[src/rtl/serial_pe.sv]
// Serial signed dot-product PE: one 16x16 MAC per valid beat, result pulsed after the last beat.
// Define SERIAL_PE_SAT_EN to saturate the accumulator on signed overflow instead of wrapping.
module serial_pe (
   input  logic        clk,
   input  logic        rst,
   input  logic [15:0] neuron,
   input  logic [15:0] weight,
   input  logic [1:0]  ctl,
   input  logic        vld_i,
   output logic [31:0] result,
   output logic        vld_o
);

   logic signed [31:0] n_ext;
   logic signed [31:0] w_ext;
   logic signed [31:0] prod;
   logic signed [31:0] acc;
   logic signed [31:0] base;
   logic signed [31:0] sum;

   // Sign-extend before multiplying so the low 32 bits are the exact 16x16 product.
   assign n_ext = {{16{neuron[15]}}, neuron};
   assign w_ext = {{16{weight[15]}}, weight};
   assign prod  = n_ext * w_ext;

   // A first beat discards whatever the accumulator held.
   assign base  = ctl[0] ? 32'sd0 : acc;

`ifdef SERIAL_PE_SAT_EN
   logic signed [32:0] sum_ext;

   assign sum_ext = {base[31], base} + {prod[31], prod};

   always_comb begin
      sum = sum_ext[31:0];
      if (sum_ext[32] != sum_ext[31])
         sum = sum_ext[32] ? 32'sh8000_0000 : 32'sh7FFF_FFFF;
   end
`else
   assign sum = base + prod;
`endif

   always_ff @(posedge clk or posedge rst) begin
      if (rst) begin
         acc    <= '0;
         result <= '0;
         vld_o  <= 1'b0;
      end else begin
         vld_o <= vld_i & ctl[1];
         if (vld_i) begin
            acc <= sum;
            if (ctl[1])
               result <= sum;
         end
      end
   end

endmodule

[config.mk]
export PLATFORM = sky130hd
export DESIGN_NAME = serial_pe
export DESIGN_NICKNAME = d
export VERILOG_FILES = /design/src/rtl/serial_pe.sv
export SDC_FILE = /design/constraint.sdc
export NUM_CORES = 1
export LEC_CHECK = 0
export CORE_ASPECT_RATIO = 0.8
export CORE_UTILIZATION = 45
export DETAILED_ROUTE_END_ITERATION = 7
export DONT_BUFFER_PORTS = 1
export GPL_ROUTABILITY_DRIVEN = 1
export PLACE_DENSITY = 0.6
export RECOVER_POWER = 50
export SLEW_MARGIN = 20
export SYNTH_ARGS = -nofsm -noshare
export SYNTH_HDL_FRONTEND = slang
export SYNTH_SLANG_ARGS = --single-unit
[constraint.sdc]
create_clock -name clk -period 6.2 [get_ports clk]
set_input_delay 1.86 -clock clk [delete_from_list [all_inputs] [get_ports clk]]
set_output_delay 1.86 -clock clk [all_outputs]
set_load 0.005 [all_outputs]
* Yosys cells after proc, flatten, opt, wreduce, memory -nomap -nowiden
Cells that the tools add are included.
** Operators by class
- $mul :: 1
- Add/subtract/negate cells :: 1
- Reduce and logical (&&, ||, !) cells :: 1
- Bitwise gates (word level) :: 1
- Multiplexer cells :: 1
** Operators with widths (count)
- 32-bit adder :: 1
- 16-bit by 16-bit multiplier with 32-bit output :: 1
- 32-bit two-way mux :: 1
- 2-bit AND reduction :: 1
- 1-bit AND :: 1
** Storage, ports and cells
- Logic and storage cells :: 8
- Register bits after elaboration :: 65
- Output and inout bits :: 33
- Input port bits :: 37

* Depth between registers and ports, before layout
Gate-level depths: netlist of the first run.
- Depth in word-level cells :: 2
- Depth in mapped cells :: 25
- Gate-level depth less buffers :: 24

* Least setup slack after synthesis of the first run
Ideal clock, no wire load.
- Path type :: input to register
- From :: input neuron[15]
- To :: register acc[31]
- Stages on the path :: 23
- Arrival :: 7.432 ns
- Required time :: 6.084 ns
- Library setup time :: 0.116 ns
- Slack :: -1.348 ns
- Path buffers :: 1
- Path through :: clkbuf_1 -> nand2_1 -> inv_1 -> fa_1 -> inv_1 -> fa_1 -> inv_1 -> fa_1 -> fa_1 -> fa_1 -> inv_1 -> fa_1 -> inv_1 -> ha_1 -> nand4_1 -> nor2_1 -> nand4_1 -> a21oi_1 -> o31ai_2 -> and2_2 -> o311ai_2 -> nand4_1 -> o311ai_0
** Between the ends
- Longest elaborated chain between the ends :: 2
** Ends and longest elaborated chain
- from (decl) :: line 6 : input logic [15:0] neuron,
- 16-bit by 16-bit multiplier with 32-bit output :: line 24 : assign prod = n_ext * w_ext;
- 32-bit adder :: line 40 : assign sum = base + prod;
- to (signal assigned) :: line 51 : acc <= sum;
- to (decl) :: line 17 : logic signed [31:0] acc;
Every way passes these cells.
A chain may end at the register's enable or synchronous reset.

* Worst setup path in the final report of the first run
- From :: input neuron[15]
- To :: register result[31]
** Between the ends
- Longest elaborated chain between the ends :: 2
** Ends and longest elaborated chain
- 16-bit by 16-bit multiplier with 32-bit output :: line 24
- 32-bit adder :: line 40
- to (signal assigned) :: line 53 : result <= sum;
- to (decl) :: line 10 : output logic [31:0] result,
Every way passes these cells.

==> summary.md, run 1 <==
| Metric | Value |
|---|---|
| Root Buffer Master | `clkbuf_16` |
| Total nets after synthesis | `1,811` |
| CP Cell Sequence | `and2_4 > fa_2 > inv_2 > fa_1 > inv_2 > fa_1 > fa_1 > fa_1 > inv_2 > fa_1 > inv_2 > ha_4 > nand4_1 > nor2_1 > nor2_1 > nand2_1 > o31ai_4 > and2_4 > o311ai_4 > or4_1 > nand3_1` |
| First-pass GRT wire length | `around 54,000 um` |
| Total grt overflow | `0` |
| Die height | `156.9 um` |
| Critical path class | `in2reg` |
| Post-synth EDFFs | `0` |
| R2r startpoint | `acc[10]$_DFFE_PP0P_` |
| CP Capture Point | `result[31]$_DFFE_PP0P_` |
| Number of setup violations in the final report | `38` |
| GPL Wtd Cong | `0.8714` |
| Critical Path RT | `6.46 ns` |
| CP dominant cell by count | `fa_1` |
| Syn Std Cell Area | `between 10,000 and 15,000 um2` |
| IO Count | `70` |
| TritonCTS Buffers | `9` |
| RSZ-0062 raised after global routing | `true` |
| Worst Clk Skew | `around 0.0055 ns` |
| Slowest CP cell | `fa_2` |
| CP Launch Type | `input port` |
| Initial antenna violation count | `0` |
| Slew @ Worst Pin | `3.510 ns` |
| Vias | `around 9,000` |
| Routed Wire Length | `32,380 um` |
| Crit path max fanout | `16` |
| Synth Flop Type | `dfrtp_1` |
| Placed insts | `1,810` |
| Yosys Warn Count | `0` |
| Fmax | `approximately 140 MHz` |
| Final Cycle Share | `1.130` |
| WL per Instance | `17.65 um` |
| Filler-free cell count of the finished design | `about 1,800` |
| Die W | `~200 um` |
| Largest net degree at the start of global routing | `66` |
| Clk slew on worst S/H paths | `0.05 ns` |
| ANT cells | `0` |
| Worst R2R End | `result[31]$_DFFE_PP0P_` |
| Core area | `29,430 um2` |
| Worst slack, placed | `-1.130 ns` |
| Async set-reset flop share out of synthesis | `1.000` |
| Initial DRC count | `400` |
| TritonCTS clock tree | `built` |
| Vias per inst | `4.918` |
| Post-layout min period | `between 7 and 8 ns` |
| Avg Cell Area, Syn | `9.754 um2` |
| Initial cell density of the core | `0.4587` |
| Slack of the critical path | `-0.8047 ns` |
| Setup TNS | `-22.16 ns` |
| Final Cell Area | `15,750 um2` |
| Share of cells above drive strength 1 | `0.1997` |
| CP Capture Type | `flip-flop` |
| DRC Markers | `0` |
| Cells after Synth | `1,384` |
| Vias in the first global route | `9,901` |
| Sequential share of the synthesized area | `0.1205` |
| Port buffer count | `0` |
| Detailed placement HPWL | `26,650 um` |
| Clock sink total | `65` |
| Post-DP Area | `between 10,000 and 15,000 um2` |
| CTS Buffer Depth | `2` |
| Final hold vios | `0` |
| Gr usage total | `0.2284` |
| #FFs+latches synth | `65` |
| Row count | `56` |
| Fill count | `2,588` |
| Hold buffers post-CTS | `0` |
| Router iterations before antenna repair | `5` |
| Hold crit path type | `reg2reg` |
| Number of routed nets with antenna violations | `0` |
| Syn-to-layout area delta | `16.65%` |
| Status | `finished with violations` |
| Rel. slew slack | `-1.340` |
| Nets | `1,881` |
| H-tree depth | `3` |
| R2r setup slk | `0.97 ns` |
| Die area | `30,700 um2` |
| Number of distinct library cells after synthesis | `50` |
| Max-slew violation count | `66` |
| Critical Path AT | `7.26 ns` |
| Failing checks | `capacitance limit, slew limit, setup timing` |
| Skew-Pair Late Insertion Delay | `between 0.3 and 0.4 ns` |
| Crit path from | `neuron[15]` |
| R2R depth | `18` |
| Crit-path max cell delay | `0.63 ns` |
| Number of max-cap violations | `1` |
[worst max-delay path, delay by kind of cell]
family | cells | cell delay, ns
and+or+nand+nor | 8 | 1.33
buffers and inverters | 4 | 0.24
AOI/OAI and AO/OA | 2 | 0.41
adders and majority gates | 7 | 3.40
[cell families after synthesis]
group / share of synthesized area
compound gates: 0.04310
xor+xnor: 0.02660
fa+ha+maj: 0.5239
buf+inv: 0.1101
flops: 0.1205
mux: 0.04088
simple gates: 0.1350
[layout make-up]
cell class                 instances  area (um2)  area share
clock inverter                     4       45.04    0.002861
tap                              377       471.7     0.02996
multi-input combinational        930       11200      0.7110
timing repair buffer             104       870.8     0.05530
clock buffer                      10       239.0     0.01518
inverter                         344        1297     0.08240
sequential                        65        1627      0.1033
[what timing repair did]
| item | 4_1_cts | 5_1_grt |
|---|---|---|
| setup endpoints to repair | 40 | 42 |
| pin swaps | 34 | 50 |
| setup buffers | 8 | 9 |
| gates resized for setup | 67 | 72 |
[per-stage QoR]
step	utilization	hold slack [ns]
after global routing	0.5351	0.5119
after floorplan	-	0.4698
final	0.5351	0.4961
after global placement	0.5012	0.4808
after detailed placement	0.5012	0.4873
after CTS	0.5227	0.4986
[how the worst min path moves through the flow]
stage	startpoint	to	slack [ns]	cells past startpoint
floorplan	result[5]$_DFFE_PP0P_	result[5]$_DFFE_PP0P_	0.47	2
global placement	acc[8]$_DFFE_PP0P_	acc[8]$_DFFE_PP0P_	0.48	1
detailed placement	acc[16]$_DFFE_PP0P_	acc[16]$_DFFE_PP0P_	0.49	1
CTS	acc[20]$_DFFE_PP0P_	acc[20]$_DFFE_PP0P_	0.50	1
global route	acc[20]$_DFFE_PP0P_	acc[20]$_DFFE_PP0P_	0.51	1
finish	acc[3]$_DFFE_PP0P_	acc[3]$_DFFE_PP0P_	0.50	1
[layout by cell type, fill, tap and decap left out, types with 4 or more instances in the layout]
cell,count
a21o_1,4
a21oi_1,9
a21oi_2,21
and2_1,113
and2_4,9
buf_4,85
buf_6,15
clkbuf_16,9
dfrtp_1,65
fa_1,283
fa_2,9
ha_1,81
ha_4,16
inv_1,327
inv_2,14
mux2_2,24
mux2_4,25
nand2_1,144
nand2b_1,10
nand4_1,5
nor2_1,22
nor2_2,5
nor2b_1,32
o21ai_0,9
o21ai_1,9
o21bai_1,5
xnor2_1,18
xnor2_2,10
xor2_1,7
[synth_stat cells, types with 2 or more instances]
| cell | n | share of area |
|---|---|---|
| inv_1 | 343 | 0.095 |
| fa_1 | 292 | 0.43 |
| nand2_1 | 149 | 0.041 |
| and2_1 | 122 | 0.057 |
| ha_1 | 98 | 0.091 |
| dfrtp_1 | 65 | 0.12 |
| mux2_2 | 49 | 0.041 |
| clkbuf_1 | 39 | 0.011 |
| nor2b_1 | 32 | 0.015 |
| a21oi_1 | 31 | 0.011 |
| xnor2_1 | 30 | 0.019 |
| nor2_1 | 29 | 0.0081 |
| o21ai_0 | 19 | 0.0070 |
| xor2_1 | 11 | 0.0071 |
| nand2b_1 | 10 | 0.0046 |
| nand4_1 | 5 | 0.0023 |
| o21bai_1 | 5 | 0.0028 |
| a21o_1 | 4 | 0.0022 |
| and3_1 | 4 | 0.0019 |
| nor3_1 | 4 | 0.0015 |
| a211oi_1 | 3 | 0.0017 |
| buf_6 | 3 | 0.0025 |
| nand3_1 | 3 | 0.0011 |
| o211ai_1 | 3 | 0.0017 |
| o21a_1 | 3 | 0.0017 |
| a21o_2 | 2 | 0.0013 |
| buf_1 | 2 | 0.00056 |
| o21ai_1 | 2 | 0.00074 |
[routing by layer]
layer | track usage | share of wire | up-vias
met3 | 0.04157 | 0.062 | 24
met4 | 0.03450 | 0.0081 | 0
li1 | - | - | 4205
met2 | 0.3182 | 0.40 | 217
met5 | 0 | 0 | -
met1 | 0.3700 | 0.53 | 4573
[sequential cells by signal, indices dropped and copies added (netlist names)]
name / flops
acc: 32
result: 32
vld_o: 1
Power of run 1 is not shown: default switching activity piles up to over one toggle a cycle in this logic, so the estimate is an artifact.
==> inputs of run 2 (changes only) <==
--- a/config.mk
+++ b/config.mk
@@ -5,13 +5,15 @@
 export SDC_FILE = /design/constraint.sdc
 export NUM_CORES = 1
 export LEC_CHECK = 0
+export CAP_MARGIN = 5
 export CORE_ASPECT_RATIO = 0.8
-export CORE_UTILIZATION = 45
+export CORE_UTILIZATION = 67
 export DETAILED_ROUTE_END_ITERATION = 7
 export DONT_BUFFER_PORTS = 1
 export GPL_ROUTABILITY_DRIVEN = 1
-export PLACE_DENSITY = 0.6
+export PLACE_DENSITY = 0.83
 export RECOVER_POWER = 50
+export REMOVE_ABC_BUFFERS = 1
 export SLEW_MARGIN = 20
 export SYNTH_ARGS = -nofsm -noshare
 export SYNTH_HDL_FRONTEND = slang
==> summary.md, run 2 (same netlist as run 1, synthesis figures left out) <==
| Metric | Value |
|---|---|
| Status | `finished with violations` |
| Failing checks | `capacitance limit, slew limit, setup timing` |
| Critical Path AT | `7.67 ns (+0.41 ns)` |
| CP Launch Type | `input port` |
| Post-layout min period | `7.405 ns (+0.4000 ns)` |
| Die height | `129.0 um (-18%)` |
| Fmax | `135.0 MHz (-5.4%)` |
| Crit path from | `neuron[15]` |
| Fill count | `1,049 (-59%)` |
| WL per Instance | `23.65 um (+34%)` |
| Detailed placement HPWL | `26,410 um (-0.92%)` |
| Crit path max fanout | `16 (unchanged)` |
| Number of max-cap violations | `1 (unchanged)` |
| Setup TNS | `-30.41 ns (-8.247 ns)` |
| R2r startpoint | `acc[15]$_DFFE_PP0P_` |
| Die W | `160.7 um (-18%)` |
| Largest net degree at the start of global routing | `66 (unchanged)` |
| Hold crit path type | `reg2reg` |
| Total grt overflow | `0 (unchanged)` |
| CP Capture Point | `acc[25]$_DFFE_PP0P_` |
| Worst slack, placed | `-1.390 ns (-0.2599 ns)` |
| Final hold vios | `0 (unchanged)` |
| Clock sink total | `65 (unchanged)` |
| Post-DP Area | `14,370 um2 (-2.6%)` |
| Commonest non-fill, non-tap cell in the layout | `inv_1` |
| Syn-to-layout area delta | `15.65%` |
| CP dominant cell by count | `fa_1` |
| Crit-path max cell delay | `0.59 ns (-0.04 ns)` |
| Port buffer count | `0 (unchanged)` |
| Die area | `20,720 um2 (-32%)` |
| Slew @ Worst Pin | `3.402 ns (-0.1076 ns)` |
| CP Cell Sequence | `and2_4 > fa_1 > buf_6 > fa_1 > inv_1 > fa_1 > inv_1 > fa_1 > fa_1 > inv_1 > fa_1 > inv_2 > ha_4 > nand4_1 > nor2_2 > nand4_1 > a21oi_2 > buf_4 > nor3_4 > o21bai_1 > a21oi_1 > xnor2_1 > mux2_4` |
| Rel. slew slack | `-1.268 (+0.07177)` |
| Critical path class | `in2reg` |
| Skew-Pair Late Insertion Delay | `0.33 ns (about the same)` |
| Worst Clk Skew | `0.008770 ns (+0.003221 ns)` |
| Vias per inst | `6.233 (+27%)` |
| R2R depth | `21 (+3)` |
| RSZ-0062 raised after global routing | `true` |
| GRT met2 Usage | `0.5592 (+0.2410)` |
| First-pass GRT wire length | `57,150 um (+5.3%)` |
| Slack of the critical path | `-1.205 ns (-0.4000 ns)` |
| H-tree depth | `3 (unchanged)` |
| Routed Wire Length | `41,010 um (+27%)` |
| Row count | `46 (-18%)` |
| Nets | `1,891 (+0.53%)` |
| R2r setup slk | `0.59 ns (-0.38 ns)` |
| Gr usage total | `0.3619 (+0.1335)` |
| Initial antenna violation count | `2 (+2)` |
| Final Cell Area | `15,610 um2 (-0.86%)` |
| CTS Buffer Depth | `2 (unchanged)` |
| M1 GR Usage | `0.5014 (+0.1314)` |
| GPL Wtd Cong | `0.8946 (+2.7%)` |
| TritonCTS Buffers | `9 (unchanged)` |
| Most used routing layer | `met2` |
| CP Capture Type | `flip-flop` |
| Vias in the first global route | `10,970 (+11%)` |
| IO Count | `70 (unchanged)` |
| Number of setup violations in the final report | `42 (+11%)` |
| Core area | `19,800 um2 (-33%)` |
| Commonest non-fill, non-tap cells in the layout | `inv_1, fa_1, nand2_1, and2_1, buf_4` |
| Vias | `10,810 (+20%)` |
| Worst R2R End | `acc[25]$_DFFE_PP0P_` |
| Root Buffer Master | `clkbuf_16` |
| Met3 Track Usage GR | `0.1103 (+0.06868)` |
| Number of routed nets with antenna violations | `0 (unchanged)` |
| Router iterations before antenna repair | `6 (+1)` |
| Slowest CP cell | `fa_1` |
| Largest regs | `acc (32), result (32), vld_o (1)` |
| Share of cells above drive strength 1 | `0.2056 (+0.005857)` |
| Hold buffers post-CTS | `0 (unchanged)` |
| TritonCTS clock tree | `built` |
| Final Cycle Share | `1.194 (+0.06452)` |
| Max-slew violation count | `66 (unchanged)` |
| Initial cell density of the core | `0.6818 (+0.2231)` |
| Critical Path RT | `6.47 ns (about the same)` |
| Initial DRC count | `1,232 (+210%)` |
| DRC Markers | `0 (unchanged)` |
| Clk slew on worst S/H paths | `0.06 ns (about the same)` |
## run 2: worst min path at each step
stage	start	to	slack, ns	depth (start not counted)
detailed placement	acc[7]$_DFFE_PP0P_	acc[7]$_DFFE_PP0P_	0.49	1
CTS	acc[26]$_DFFE_PP0P_	acc[26]$_DFFE_PP0P_	0.50	1
floorplan	result[5]$_DFFE_PP0P_	result[5]$_DFFE_PP0P_	0.47	2
global placement	acc[13]$_DFFE_PP0P_	acc[13]$_DFFE_PP0P_	0.48	1
finish	acc[18]$_DFFE_PP0P_	acc[18]$_DFFE_PP0P_	0.50	1
global route	acc[18]$_DFFE_PP0P_	acc[18]$_DFFE_PP0P_	0.51	1
## run 2: cell type report
class / count / area, um2 / share of cell area
multi-input combinational: 930 / 11110 / 0.7118
tap: 264 / 330.3 / 0.02116
inverter: 344 / 1291 / 0.08271
clock inverter: 5 / 62.56 / 0.004007
clock buffer: 11 / 242.7 / 0.01555
sequential: 65 / 1627 / 0.1042
antenna: 1 / 2.502 / 0.0001603
timing repair buffer: 114 / 943.4 / 0.06043
## run 2: worst max-delay path: cells and delay by family
kind            cells  cell delay (ns)
buf+inv             6             0.61
simple gates        5             0.67
fa+ha+maj           7             3.37
mux                 1             0.25
compound gates      3             0.49
xor+xnor            1             0.39
## run 2: stage by stage
step	utilization	cells	hold WS (ns)
after CTS	0.7610	1720	0.4997
final	0.7885	1734	0.4998
after global placement	0.7257	1699	0.4812
after floorplan	-	1339	0.4698
after detailed placement	0.7257	1699	0.4874
after global routing	0.7884	1733	0.5144
## run 2: timing repair
action | in CTS | in global routing
gates resized for setup | 79 | 111
setup buffers | 6 | 16
hold endpoints to repair | 0 | 0
pin swaps | 48 | 54
endpoints found under the setup margin | 40 | 42
## run 2: per-layer routing
layer | vias up | wire, um | part of all wire
li1 | 4234 | - | -
met1 | 5395 | 14940 | 0.36
met2 | 934 | 18410 | 0.45
met3 | 243 | 5273 | 0.13
met4 | 2 | 2384 | 0.058
met5 | - | 9 | 0.00022
Power of run 2 is left out for the same reason.
